## config.mk

```make
export PLATFORM = sky130hd
export DESIGN_NAME = uart_rx_fifo_flat
export DESIGN_NICKNAME = d
export VERILOG_FILES = /design/src/rtl/uart_pkg.sv /design/src/rtl/uart_rx_fifo_if.sv /design/src/rtl/uart_fifo_mem.sv /design/src/rtl/uart_rx_fifo.sv /design/src/flat_wrapper.sv
export SDC_FILE = /design/constraint.sdc
export NUM_CORES = 1
export LEC_CHECK = 0
export CELL_PAD_IN_SITES_DETAIL_PLACEMENT = 1
export CELL_PAD_IN_SITES_GLOBAL_PLACEMENT = 2
export CORE_MARGIN = 1.5
export CORE_UTILIZATION = 46
export CTS_BUF_LIST = sky130_fd_sc_hd__clkbuf_2
export DETAILED_ROUTE_END_ITERATION = 10
export PLACE_DENSITY = 0.8
export RECOVER_POWER = 50
export SYNTH_ARGS = -nofsm -noshare
export SYNTH_HDL_FRONTEND = slang
export SYNTH_HIERARCHICAL = 1
export SYNTH_SLANG_ARGS = --single-unit
```

## constraint.sdc

```tcl
create_clock -name clk -period 4.15 [get_ports clk]
set_clock_uncertainty 0.1 [all_clocks]
set_input_delay 0.415 -clock clk [delete_from_list [all_inputs] [get_ports clk]]
set_output_delay 0.415 -clock clk [all_outputs]
set_load 0.1 [all_outputs]
```

## src/rtl/uart_pkg.sv

```systemverilog
// ---------------------------------------------------------------------------
// uart_pkg
// Shared types and constants for the UART receive FIFO slice.
//   uart_byte_t             : one received UART byte
//   UART_FIFO_DEPTH_DEFAULT : default FIFO entry count
//   uart_cap_state_t        : capture FSM state encoding
// ---------------------------------------------------------------------------
package uart_pkg;

    typedef logic [7:0] uart_byte_t;

    localparam int UART_FIFO_DEPTH_DEFAULT = 16;

    typedef enum logic {
        CAP_IDLE    = 1'b0,
        CAP_CAPTURE = 1'b1
    } uart_cap_state_t;

endpackage : uart_pkg

```

## src/rtl/uart_rx_fifo_if.sv

```systemverilog
// ---------------------------------------------------------------------------
// uart_rx_fifo_if
// Bundles the receiver-side, consumer-side and status signals of the
// UART receive FIFO.
//   Receiver side : rxDone, rxData, rxErr, clear
//   Consumer side : outData, outValid, outReady
//   Status        : count, almostFull, overrun
//                   errCount, dropCount (only with UART_RX_FIFO_STATS_EN)
// Modports:
//   slave  - the FIFO itself
//   master - whatever drives the receiver inputs and consumes the bytes
// ---------------------------------------------------------------------------
interface uart_rx_fifo_if
    import uart_pkg::*;
#(
    parameter int Depth = UART_FIFO_DEPTH_DEFAULT
) ();

    localparam int PtrW = $clog2(Depth) + 1;

    logic              rxDone;
    uart_byte_t        rxData;
    logic              rxErr;
    logic              clear;
    uart_byte_t        outData;
    logic              outValid;
    logic              outReady;
    logic [PtrW-1:0]   count;
    logic              almostFull;
    logic              overrun;
`ifdef UART_RX_FIFO_STATS_EN
    logic [7:0]        errCount;
    logic [7:0]        dropCount;
`endif

    modport slave (
        input  rxDone, rxData, rxErr, clear, outReady,
        output outData, outValid, count, almostFull, overrun
`ifdef UART_RX_FIFO_STATS_EN
        , output errCount, dropCount
`endif
    );

    modport master (
        output rxDone, rxData, rxErr, clear, outReady,
        input  outData, outValid, count, almostFull, overrun
`ifdef UART_RX_FIFO_STATS_EN
        , input errCount, dropCount
`endif
    );

endinterface : uart_rx_fifo_if

```

## src/rtl/uart_fifo_mem.sv

```systemverilog
// ---------------------------------------------------------------------------
// uart_fifo_mem
// FIFO storage: one synchronous write port, one asynchronous read port,
// contents are never reset.
//   clk     : clock
//   we_i    : write enable
//   waddr_i : write address
//   wdata_i : write data
//   raddr_i : read address
//   rdata_o : read data (combinational from raddr_i)
// ---------------------------------------------------------------------------
module uart_fifo_mem
    import uart_pkg::*;
#(
    parameter int Depth = UART_FIFO_DEPTH_DEFAULT,
    parameter int AddrW = $clog2(Depth)
) (
    input  logic             clk,
    input  logic             we_i,
    input  logic [AddrW-1:0] waddr_i,
    input  uart_byte_t       wdata_i,
    input  logic [AddrW-1:0] raddr_i,
    output uart_byte_t       rdata_o
);

    uart_byte_t mem_q [Depth];

    // One write-decoded register per entry; the read side is a plain mux so
    // the head byte falls through without a clock of latency.
    for (genvar gi = 0; gi < Depth; gi++) begin : g_entry
        always_ff @(posedge clk) begin
            if (we_i && (waddr_i == AddrW'(gi))) begin
                mem_q[gi] <= wdata_i;
            end
        end
    end

    assign rdata_o = mem_q[raddr_i];

endmodule : uart_fifo_mem

```

## src/rtl/uart_rx_fifo.sv

```systemverilog
// ---------------------------------------------------------------------------
// uart_rx_fifo
// Receive FIFO behind a UART receiver. An rxDone rising edge starts a
// one-cycle CAPTURE state in which rxData is pushed; the head byte is
// presented first-word-fallthrough to the consumer.
// Ports:
//   clk    : clock, all state updates on posedge
//   nReset : asynchronous active-low reset
//   bus    : uart_rx_fifo_if.slave (receiver inputs, consumer handshake,
//            occupancy/status outputs)
// Optional feature: define UART_RX_FIFO_STATS_EN to add the saturating
// errCount / dropCount statistics.
// ---------------------------------------------------------------------------
module uart_rx_fifo
    import uart_pkg::*;
#(
    parameter int Depth      = UART_FIFO_DEPTH_DEFAULT,
    parameter int AlmostFull = 12
) (
    input  logic          clk,
    input  logic          nReset,
    uart_rx_fifo_if.slave bus
);

    localparam int AddrW = $clog2(Depth);
    localparam int PtrW  = AddrW + 1;
    // Pointers differing only in the wrap bit means the FIFO is full.
    localparam logic [PtrW-1:0] FullXor = PtrW'(Depth);

    uart_cap_state_t state_q, state_d;
    logic [PtrW-1:0] wr_ptr_q, wr_ptr_d;
    logic [PtrW-1:0] rd_ptr_q, rd_ptr_d;
    logic            overrun_q, overrun_d;
    logic            rx_done_q;
    logic            rx_err_q;

    logic            rx_done_rise;
    logic            rx_err_rise;
    logic            empty;
    logic            full;
    logic            push_req;
    logic            pop;
    logic            push_ok;
    logic            drop;
    logic            mem_we;
    logic [PtrW-1:0] occupancy;

    assign rx_done_rise = bus.rxDone & ~rx_done_q;
    assign rx_err_rise  = bus.rxErr & ~rx_err_q;

    assign occupancy = wr_ptr_q - rd_ptr_q;
    assign empty     = (wr_ptr_q == rd_ptr_q);
    assign full      = ((wr_ptr_q ^ rd_ptr_q) == FullXor);

    assign push_req = (state_q == CAP_CAPTURE);
    assign pop      = ~empty & bus.outReady;
    // A pop in the same cycle frees the slot, so a full FIFO still accepts.
    assign push_ok  = push_req & (~full | pop);
    assign drop     = push_req & full & ~pop;
    assign mem_we   = push_ok & ~bus.clear;

    // ---------------- state registers ----------------
    always_ff @(posedge clk or negedge nReset) begin
        if (!nReset) begin
            state_q   <= CAP_IDLE;
            wr_ptr_q  <= '0;
            rd_ptr_q  <= '0;
            overrun_q <= 1'b0;
            rx_done_q <= 1'b0;
            rx_err_q  <= 1'b0;
        end else begin
            state_q   <= state_d;
            wr_ptr_q  <= wr_ptr_d;
            rd_ptr_q  <= rd_ptr_d;
            overrun_q <= overrun_d;
            rx_done_q <= bus.rxDone;
            rx_err_q  <= bus.rxErr;
        end
    end

    // ---------------- next-state logic ----------------
    always_comb begin
        state_d   = state_q;
        wr_ptr_d  = wr_ptr_q;
        rd_ptr_d  = rd_ptr_q;
        overrun_d = overrun_q;

        case (state_q)
            CAP_IDLE:    if (rx_done_rise) state_d = CAP_CAPTURE;
            CAP_CAPTURE: state_d = CAP_IDLE;
            default:     state_d = CAP_IDLE;
        endcase

        if (push_ok) wr_ptr_d  = wr_ptr_q + 1'b1;
        if (pop)     rd_ptr_d  = rd_ptr_q + 1'b1;
        if (drop)    overrun_d = 1'b1;

        // Flush wins over everything, including a capture in flight.
        if (bus.clear) begin
            state_d   = CAP_IDLE;
            wr_ptr_d  = '0;
            rd_ptr_d  = '0;
            overrun_d = 1'b0;
        end
    end

    // ---------------- storage ----------------
    uart_fifo_mem #(
        .Depth (Depth),
        .AddrW (AddrW)
    ) u_mem (
        .clk     (clk),
        .we_i    (mem_we),
        .waddr_i (wr_ptr_q[AddrW-1:0]),
        .wdata_i (bus.rxData),
        .raddr_i (rd_ptr_q[AddrW-1:0]),
        .rdata_o (bus.outData)
    );

    assign bus.outValid   = ~empty;
    assign bus.count      = occupancy;
    assign bus.almostFull = (occupancy >= PtrW'(AlmostFull));
    assign bus.overrun    = overrun_q;

    // ---------------- optional statistics ----------------
`ifdef UART_RX_FIFO_STATS_EN
    logic [7:0] err_cnt_q, err_cnt_d;
    logic [7:0] drop_cnt_q, drop_cnt_d;

    always_ff @(posedge clk or negedge nReset) begin
        if (!nReset) begin
            err_cnt_q  <= '0;
            drop_cnt_q <= '0;
        end else begin
            err_cnt_q  <= err_cnt_d;
            drop_cnt_q <= drop_cnt_d;
        end
    end

    always_comb begin
        err_cnt_d  = err_cnt_q;
        drop_cnt_d = drop_cnt_q;
        if (rx_err_rise && (err_cnt_q != 8'hFF)) err_cnt_d  = err_cnt_q + 8'd1;
        if (drop && (drop_cnt_q != 8'hFF))       drop_cnt_d = drop_cnt_q + 8'd1;
        if (bus.clear) begin
            err_cnt_d  = '0;
            drop_cnt_d = '0;
        end
    end

    assign bus.errCount  = err_cnt_q;
    assign bus.dropCount = drop_cnt_q;
`else
    // Error edges only feed the statistics; without them they go nowhere.
    logic err_rise_unused;
    assign err_rise_unused = rx_err_rise;
`endif

endmodule : uart_rx_fifo

```

## src/flat_wrapper.sv

```systemverilog
// flat-port wrapper written by rule: the top's interface ports become plain ports
module uart_rx_fifo_flat import uart_pkg::*;
#(
    parameter int Depth      = UART_FIFO_DEPTH_DEFAULT,
    parameter int AlmostFull = 12
)
  (clk, nReset, bus_rxDone, bus_rxData, bus_rxErr, bus_clear, bus_outReady, bus_outData, bus_outValid, bus_count, bus_almostFull, bus_overrun);
  uart_rx_fifo_if #(.Depth(Depth)) bus_i ();
  input  logic clk;
  input  logic nReset;
  input wire logic [$bits(bus_i.rxDone)-1:0] bus_rxDone;
  input wire logic [$bits(bus_i.rxData)-1:0] bus_rxData;
  input wire logic [$bits(bus_i.rxErr)-1:0] bus_rxErr;
  input wire logic [$bits(bus_i.clear)-1:0] bus_clear;
  input wire logic [$bits(bus_i.outReady)-1:0] bus_outReady;
  output wire logic [$bits(bus_i.outData)-1:0] bus_outData;
  output wire logic [$bits(bus_i.outValid)-1:0] bus_outValid;
  output wire logic [$bits(bus_i.count)-1:0] bus_count;
  output wire logic [$bits(bus_i.almostFull)-1:0] bus_almostFull;
  output wire logic [$bits(bus_i.overrun)-1:0] bus_overrun;
  assign bus_i.rxDone = bus_rxDone;
  assign bus_i.rxData = bus_rxData;
  assign bus_i.rxErr = bus_rxErr;
  assign bus_i.clear = bus_clear;
  assign bus_i.outReady = bus_outReady;
  assign bus_outData = bus_i.outData;
  assign bus_outValid = bus_i.outValid;
  assign bus_count = bus_i.count;
  assign bus_almostFull = bus_i.almostFull;
  assign bus_overrun = bus_i.overrun;
  uart_rx_fifo #(.Depth(Depth), .AlmostFull(AlmostFull)) u_core (.clk(clk), .nReset(nReset), .bus(bus_i));
endmodule
```

Yosys cells after proc, flatten, opt, wreduce, memory -nomap -nowiden
Memories as Yosys holds them, arrays and structs flattened.
Index checks and enable logic that the tools add are counted.
- $add $sub $neg: 3
- magnitude comparators: 1
- equality and inequality tests: 17
- multiplexer cells: 86
- bitwise operators: 14
- reduce and logical (&&, ||, !) cells: 35
- operators with widths (operator ; number):
    $mux 8 ; 15
    $reduce_or 8->1 ; 15
    $mux 4 ; 15
    $mux 1 ; 51
    $eq 4x4->1 const B ; 8
    $mux 5 ; 4
    $eq 4x3->1 const B ; 4
    $logic_and 1x1->1 ; 16
    $add 5x1->5 const B ; 2
    $eq 4x2->1 const B ; 2
    $and 1x1->1 ; 6
    $not 1->1 ; 6
    $reduce_bool 2->1 ; 3
    $eq 5x5->1 ; 1
    $eq 5x5->1 const B ; 1
    $ge 5x4->1 const B ; 1
    $sub 5x5->5 ; 1
    $xor 5x5->5 ; 1
    $eq 4x1->1 const B ; 1
    $logic_not 4->1 ; 1
    $pmux 1 s2 ; 1
    $or 1x1->1 ; 1
- register bits: 13
- RAM bits: 128
- bits of input ports: 14
- logic and storage cells: 162
- memories kept: 1
- memory list (memory ; words ; bits a word ; rd ports ; clocked after Yosys merged registers in ; wr ports ; RTL line ; text):
    u_core.u_mem.mem_q ; 16 ; 8 ; 1 ; 0 ; 1 ; uart_fifo_mem.sv:26 ; uart_byte_t mem_q [Depth];

Logic depth before layout (Yosys ltp)
Gate-level depths: netlist (run 1).
- word-level depth: 25
- depth in mapped cells: 8
- depth with buffers taken out: 8

Modules after synthesis
Netlist (run 1), hierarchy kept.
- modules (own cells, without submodules) (module ; times used ; cells an instance ; area an instance (um^2) ; sequential area each (um^2)):
    uart_fifo_mem ; 1 ; 221 ; 4987.3 ; 3843.7
    uart_rx_fifo ; 1 ; 80 ; 808.3 ; 325.3

Worst setup path before layout (run 1)
Ideal clock, no wire load.
- path type: register -> output
- start: reg u_core.wr_ptr_q[0]
- end: out bus_almostFull
- arrival time: 3430 ps
- setup slack: 205 ps
- cell stages (with the launch flop): 9
- buffers on the path: 0
- path through: dfrtp_1 -> inv_1 -> ha_1 -> inv_1 -> fa_1 -> a21o_1 -> a21oi_1 -> xnor2_1 -> a31o_2
- word-level cells in the longest chain between the ends: 2
- RTL lines (item ; RTL line ; text):
    start, declared ; uart_rx_fifo.sv:31 ; logic [PtrW-1:0] wr_ptr_q, wr_ptr_d;
    start signal, assigned ; uart_rx_fifo.sv:73 ; wr_ptr_q <= wr_ptr_d;
    $sub 5x5->5 ; uart_rx_fifo.sv:51 ; assign occupancy = wr_ptr_q - rd_ptr_q;
    named net bus_count[4] ; flat_wrapper.sv:18 ; output wire logic [$bits(bus_i.count)-1:0] bus_count;
    $ge 5x4->1 ; uart_rx_fifo.sv:122 ; assign bus.almostFull = (occupancy >= PtrW'(AlmostFull));
    end, declared ; flat_wrapper.sv:19 ; output wire logic [$bits(bus_i.almostFull)-1:0] bus_almostFull;
The timed path passes the listed nets, and every way through them passes these cells.

Final worst setup path (run 1)
- start: reg u_core.rd_ptr_q[0]
- end: out bus_outData[5]
- word-level cells in the longest chain between the ends: 1
- RTL lines (item ; RTL line ; text):
    start, declared ; uart_rx_fifo.sv:32 ; logic [PtrW-1:0] rd_ptr_q, rd_ptr_d;
    start signal, assigned ; uart_rx_fifo.sv:74 ; rd_ptr_q <= rd_ptr_d;
    $mem_v2 16x8 ; - ;
    end, declared ; flat_wrapper.sv:16 ; output wire logic [$bits(bus_i.outData)-1:0] bus_outData;
No other way between the ends.

==> results.py, run 1 <==
metrics = {
    "layout": {
        "regArea_um2": 4170,
        "diodes": 0,
        "postLayoutCoreUtil_pct": 53.0,
        "stdcell_count": 528,
        "n_fill_cell": 1131,
        "finalNetCount": 368,
        "multi_input_comb_area_um2": 1510,
        "area_growth_pct": 11.2,
        "layout-drive-gt1-share_pct": 20.0,
    },
    "power": {
        "intPower_w": 0.00186,
        "power_leakage_nw": 2.09,
        "power_frac_clock_pct": 25.8,
        "swShare_pct": 27.9,
        "comb_power_share_pct": 14.0,
        "net-switching-power_w": 0.000720,
        "vdd_ir_drop_max_mv": 0.243,
        "powerDensity_nw_per_um2": 401,
        "power_frac_seq_pct": 60.3,
    },
    "route": {
        "routed_via_density": 5.52,
        "drc_errors": 0,
        "drtIter0Drc": 191,
        "dr_total_vias": 2915,
        "drt_wl_total_mm": 11.7,
        "drtAntennaViolNets": 0,
        "drt_pre_antenna_iters": 4,
        "wl_per_cell_um": 22.2,
    },
    "synthesis": {
        "async_flop_share_pct": 9.22,
        "synthTopCellsByCount": "128 x edfxtp_1, 23 x nor2_1, 18 x mux4_2, 16 x a22oi_1, 14 x mux4_1",
        "synth_area_um2": 5800,
        "yosysTopAreaCell": "edfxtp_1",
        "synth_edf_count": 128,
        "avgSynthCellArea_um2": 19.3,
        "synthTopCellsByArea": "edfxtp_1 66%, mux4_2 7.0%, mux4_1 6.3%",
        "syn_nets": 322,
        "synth_seq_cells": 141,
        "yosysMostFrequentCell": "edfxtp_1",
        "yosys.area.top_type_share_pct": 66.3,
        "yosysSeqAreaShare_pct": 71.9,
        "synthesis.instances": 301,
        "ys_warn_count": 6,
        "yosys.cell_types.count": 42,
        "synthFlopType": "edfxtp_1",
    },
    "run_status": {
        "status": "finished, final reports clean",
    },
    "worst_setup_path": {
        "cp_top_family": "buffers and inverters",
        "crit_path_cell_trace": "buf_4 -> mux4_1 -> a22oi_1 -> nand2_1 -> buf_4",
        "endpoint_kind": "primary output",
        "worst_ep_arrival_time_ns": 2.93,
        "startpoint_type": "flop",
        "crit_slowest_cell": "mux4_1",
        "critPathMaxFanout": 35,
        "critPathRequiredTime_ns": 3.63,
        "cp_slowest_stage_delay_ns": 0.65,
        "cpMostUsedCell": "buf_4",
        "cp_num_buf_inv": 2,
        "critPathKind": "reg2out",
    },
    "floorplan": {
        "rows": 40,
        "die_w_um": 115,
        "dieArea_um2": 13300,
        "ios": 30,
        "start_util_pct": 47.7,
        "core-area_um2": 12200,
        "die_h_um": 115,
    },
    "clock_tree": {
        "cts.sinks": 141,
        "cts_buffer_depth": 2,
        "cts_tree": "built",
        "cts_setup_buffers": 0,
        "hold_buffers": 2,
        "insertion_delay_ns": 0.68,
        "htreeDepth": 4,
        "cts_resized": 0,
        "cts_made_buffers": 17,
        "cts-root-buf": "clkbuf_2",
        "path_clk_slew_ns": 0.19,
    },
    "place": {
        "dpl.cell_count": 494,
        "dp_hpwl_mm": 7.56,
        "io_buffers": 28,
        "gp_congestion": 0.763,
    },
    "timing": {
        "hold_slack_ns": 0.324,
        "slew_viol_final": 0,
        "worstMarginPinSlew_ns": 1.01,
        "setup_violations": 0,
        "finalSetupTns_ns": 0,
        "finalHoldViolCount": 0,
        "min_period_ns": 3.44,
        "rsz0062_at_grt": "false",
        "maxClockFrequency_mhz": 291,
        "fin_crit_sh_pct": 82.9,
        "slew_headroom_pct": 32.3,
    },
    "grt": {
        "grt_overflow": 0,
        "grt_pass1_wl_mm": 17.9,
        "grt_start_max_net_pins": 36,
        "antenna_found_initial": 0,
        "track_usage_pct": 19.4,
        "grt_pass1_vias": 3197,
    },
    "hold_path": {
        "min_path_type": "reg2reg",
    },
    "job": {
        "drv_cap": 0,
    },
}
## layout make-up
class / count / area share (%)
multi-input cells: 142 / 23.4
inverters: 7 / 0.408
flip-flops and latches: 141 / 64.7
clock buffers: 17 / 1.32
repair buffers: 38 / 5.24
clock inverters: 15 / 1.65
well taps: 168 / 3.26
## state kept, by name, indices dropped and copies added (netlist names)
signal              count
u_core/wr_ptr_q         5
u_core/rx_done_q        1
u_core/u_mem/mem_q    128
u_core/bus.overrun      1
u_core/push_req         1
u_core/rd_ptr_q         5
## through the flow
stage	setup slack [ns]	cell area [um^2]	power, W
after floorplan	0.205	5800	0.00186
after CTS	0.547	6450	0.00262
final	0.709	6440	0.00258
after global routing	0.438	6440	0.00268
after detailed placement	0.910	6230	0.00196
after global placement	0.989	6230	0.00195
## layout by cell type, fill, tap and decap left out, types with 11 or more instances in the layout
cell type / synthesis / final
edfxtp_1: 128 / 128
nor2_1: 23 / 23
buf_4: 1 / 21
mux4_2: 18 / 18
clkbuf_2: 0 / 17
a22oi_1: 16 / 16
mux4_1: 14 / 14
dlygate4sd3_1: 0 / 12
dfrtp_1: 13 / 12
nand2_1: 11 / 11
## logic make-up (layout without fill, tap and decap cells)
logic type / after synthesis / in the layout / synth area share, %
XOR/XNOR: 11 / 11 / 1.79
AND/OR/NAND/NOR: 59 / 59 / 4.94
flip-flops: 141 / 141 / 71.9
buffers and inverters: 18 / 77 / 2.01
AO/OA/AOI/OAI: 32 / 32 / 4.17
adder cells (fa/ha/maj): 7 / 7 / 1.64
multiplexers: 33 / 33 / 13.5
## worst reg2reg max path, delay by kind of cell, from the launching register on
family          cells  cell delay, ns
compound gates      1            0.10
buf+inv             1            0.13
flops               1            0.58
simple gates        4            1.63
fa+ha+maj           1            0.34
## per-layer routing
layer / vias to the layer above / track usage, % / wire length (um)
li1: 1324 / - / -
met1: 1526 / 23.1 / 5010
met2: 53 / 33.7 / 6200
met3: 12 / 4.69 / 305
met4: 0 / 8.31 / 178
met5: - / 0 / 0
## power groups by stage
stage | clock, W | sequential, W | combinational (W)
global placement | 0 | 0.00159 | 0.000361
floorplan | 0 | 0.00159 | 0.000276
CTS | 0.000695 | 0.00156 | 0.000369
detailed placement | 0 | 0.00159 | 0.000367
finish | 0.000666 | 0.00156 | 0.000361
global route | 0.000743 | 0.00156 | 0.000380
## worst paths after layout
path | startpoint | endpoint | slack (ns) | cells after the start
max | u_core/rd_ptr_q[0] | bus_outData[5] | 0.71 | 5
min | u_core/rx_done_q | u_core/push_req | 0.32 | 1
max reg2reg | u_core/wr_ptr_q[0] | u_core/u_mem/mem_q[3][5] | 0.91 | 7
min reg2reg | u_core/rx_done_q | u_core/push_req | 0.32 | 1
max in group asynchronous | nReset | u_core/rd_ptr_q[0] | 2.95 | 2
min in group asynchronous | nReset | u_core/wr_ptr_q[2] | 0.58 | 2
No activity file was read; power rests on OpenSTA's default activity.
==> run 2: changes to the inputs <==
clock period = 3.3 ns   (was 4.15 ns; I/O delays follow)
==> run 2 against run 1 <==
Against the previous run: setup slack worse by 0.51 ns; sequential share of layout area down 2.8 points; clock-buffer cell count up 2; wire length up 3.6%; flip-flop and latch count unchanged; combinational power up 42%; hold slack better by 0.0061 ns; final cell count up 1.1%.
==> results.py, run 2 (synthesis results as in run 1) <==
metrics = {
    "timing": {
        "min_period_ns": 3.10,
        "slew_viol_final": 0,
        "finalSetupTns_ns": 0,
        "maxClockFrequency_mhz": 322,
        "hold_slack_ns": 0.330,
        "fin_crit_sh_pct": 94.0,
        "worstMarginPinSlew_ns": 0.968,
        "slew_headroom_pct": 35.2,
        "setup_violations": 0,
        "rsz0062_at_grt": "true",
        "finalHoldViolCount": 0,
    },
    "worst_setup_path": {
        "endpoint_kind": "flop",
        "critPathKind": "reg2reg",
        "r2r_start": "u_core/rd_ptr_q[2]",
        "cp_top_family": "simple AND/OR/NAND/NOR gates",
        "crit_path_cell_trace": "inv_1 -> ha_1 -> nand4_1 -> o31ai_4 -> nor2_1 -> nand3_1 -> nor2_1",
        "crit_slowest_cell": "nor2_1",
        "critPathRequiredTime_ns": 3.54,
        "startpoint_type": "flop",
        "cp_num_buf_inv": 1,
        "worst_ep_arrival_time_ns": 3.34,
        "r2r_setup_slack_ns": 0.20,
        "cp_slowest_stage_delay_ns": 0.78,
        "setup.worst_path.start": "u_core/rd_ptr_q[2]",
        "cpMostUsedCell": "nor2_1",
        "critPathMaxFanout": 8,
    },
    "hold_path": {
        "min_path_type": "reg2reg",
        "hold_start": "u_core/rx_done_q",
    },
    "clock_tree": {
        "cts.sinks": 141,
        "cts_tree": "built",
        "cts_setup_buffers": 0,
        "path_clk_slew_ns": 0.19,
        "cts_buffer_depth": 2,
        "insertion_delay_ns": 0.69,
        "cts_made_buffers": 17,
        "cts-root-buf": "clkbuf_2",
        "htreeDepth": 4,
    },
    "layout": {
        "area_growth_pct": 16.1,
        "regMostFlops": "u_core/u_mem/mem_q",
        "layout_common_cells": "128 x edfxtp_1, 22 x nor2_1, 21 x buf_4",
        "postLayoutCoreUtil_pct": 55.3,
        "reg_top3": "u_core/u_mem/mem_q x128, u_core/rd_ptr_q x5, u_core/wr_ptr_q x5",
        "diodes": 0,
        "n_fill_cell": 1129,
        "layout_commonest_cell": "edfxtp_1",
        "layout-drive-gt1-share_pct": 24.9,
        "largest_register_ffs": 128,
        "finalNetCount": 374,
    },
    "place": {
        "dp_hpwl_mm": 7.65,
        "gp_congestion": 0.794,
        "io_buffers": 28,
    },
    "power": {
        "power_frac_clock_pct": 33.4,
        "net-switching-power_w": 0.000927,
        "vdd_ir_drop_max_mv": 0.276,
        "swShare_pct": 25.0,
        "intPower_w": 0.00279,
        "power_frac_seq_pct": 52.8,
        "power_leakage_nw": 2.24,
        "powerDensity_nw_per_um2": 551,
        "comb_power_share_pct": 13.8,
    },
    "grt": {
        "grt_pass1_vias": 3299,
        "antenna_found_initial": 0,
        "grt_overflow": 0,
        "grt_start_max_net_pins": 36,
        "grt_pass1_wl_mm": 18.5,
        "track_usage_pct": 20.0,
    },
    "floorplan": {
        "rows": 40,
        "dieArea_um2": 13300,
        "start_util_pct": 47.7,
        "core-area_um2": 12200,
        "die_h_um": 115,
        "die_w_um": 115,
        "ios": 30,
    },
    "route": {
        "dr_total_vias": 3006,
        "wl_per_cell_um": 22.7,
        "drt_pre_antenna_iters": 4,
        "drtIter0Drc": 247,
        "drtAntennaViolNets": 0,
        "drt_wl_total_mm": 12.1,
        "routed_via_density": 5.63,
        "drc_errors": 0,
    },
    "job": {
        "drv_cap": 0,
    },
    "run_status": {
        "status": "finished, final reports clean",
    },
}
==> run 2: path summary, 6_finish.rpt <==
path | cells past startpoint | endpoint
setup / recovery | 7 | u_core/u_mem/mem_q[13][5]
hold / removal | 1 | u_core/push_req
setup reg to reg | 7 | u_core/u_mem/mem_q[13][5]
hold reg to reg | 1 | u_core/push_req
max in group asynchronous | 2 | u_core/rd_ptr_q[0]
min in group asynchronous | 2 | u_core/bus.overrun
==> run 2: power groups by stage <==
| stage | sequential [W] | clock [W] | combinational, W |
|---|---|---|---|
| detailed placement | 0.00200 | 0 | 0.000501 |
| global placement | 0.00200 | 0 | 0.000493 |
| finish | 0.00196 | 0.00124 | 0.000511 |
| global route | 0.00196 | 0.00134 | 0.000537 |
| CTS | 0.00196 | 0.00128 | 0.000509 |
| floorplan | 0.00200 | 0 | 0.000350 |
==> run 2: what timing repair did <==
action,4_1_cts,5_1_grt
pin swaps,0,1
setup endpoints to repair,9,4
hold buffers,2,0
hold endpoints to repair,14,0
gates resized for setup,4,3
gates cloned,0,1
==> run 2: layer usage <==
| layer | track usage (%) | up-vias | part of all wire [%] |
|---|---|---|---|
| met1 | 24.9 | 1561 | 40 |
| met5 | 0 | - | 0 |
| met4 | 8.15 | 0 | 1.4 |
| met2 | 33.7 | 93 | 53 |
| met3 | 4.96 | 15 | 6.1 |
| li1 | - | 1337 | - |
==> run 2: area by class of cell <==
cell class / count / area, um^2 / area share (%)
Sequential cell: 141 / 4170 / 62.0
Multi-Input combinational cell: 142 / 1540 / 22.8
Timing Repair Buffer: 44 / 473 / 7.03
Clock inverter: 13 / 220 / 3.27
Tap cell: 168 / 210 / 3.12
Clock buffer: 19 / 95.1 / 1.41
Inverter: 7 / 26.3 / 0.390
==> run 2: worst register-to-register path: stages (launching register included) <==
cell     delay, ns
dfrtp_1       0.53
inv_1         0.12
ha_1          0.37
nand4_1       0.29
o31ai_4       0.11
nor2_1        0.24
nand3_1       0.20
nor2_1        0.78
==> run 2: metrics by stage <==
| stage | total power, W | instances | worst slack, ns | instance area, um^2 |
|---|---|---|---|---|
| finish | 0.00371 | 534 | 0.198 | 6730 |
| global route | 0.00384 | 534 | -0.0197 | 6730 |
| CTS | 0.00374 | 533 | 0.0333 | 6700 |
| detailed placement | 0.00250 | 499 | 0.276 | 6350 |
| global placement | 0.00249 | 499 | 0.410 | 6350 |
| floorplan | 0.00235 | 301 | 0.0886 | 5810 |
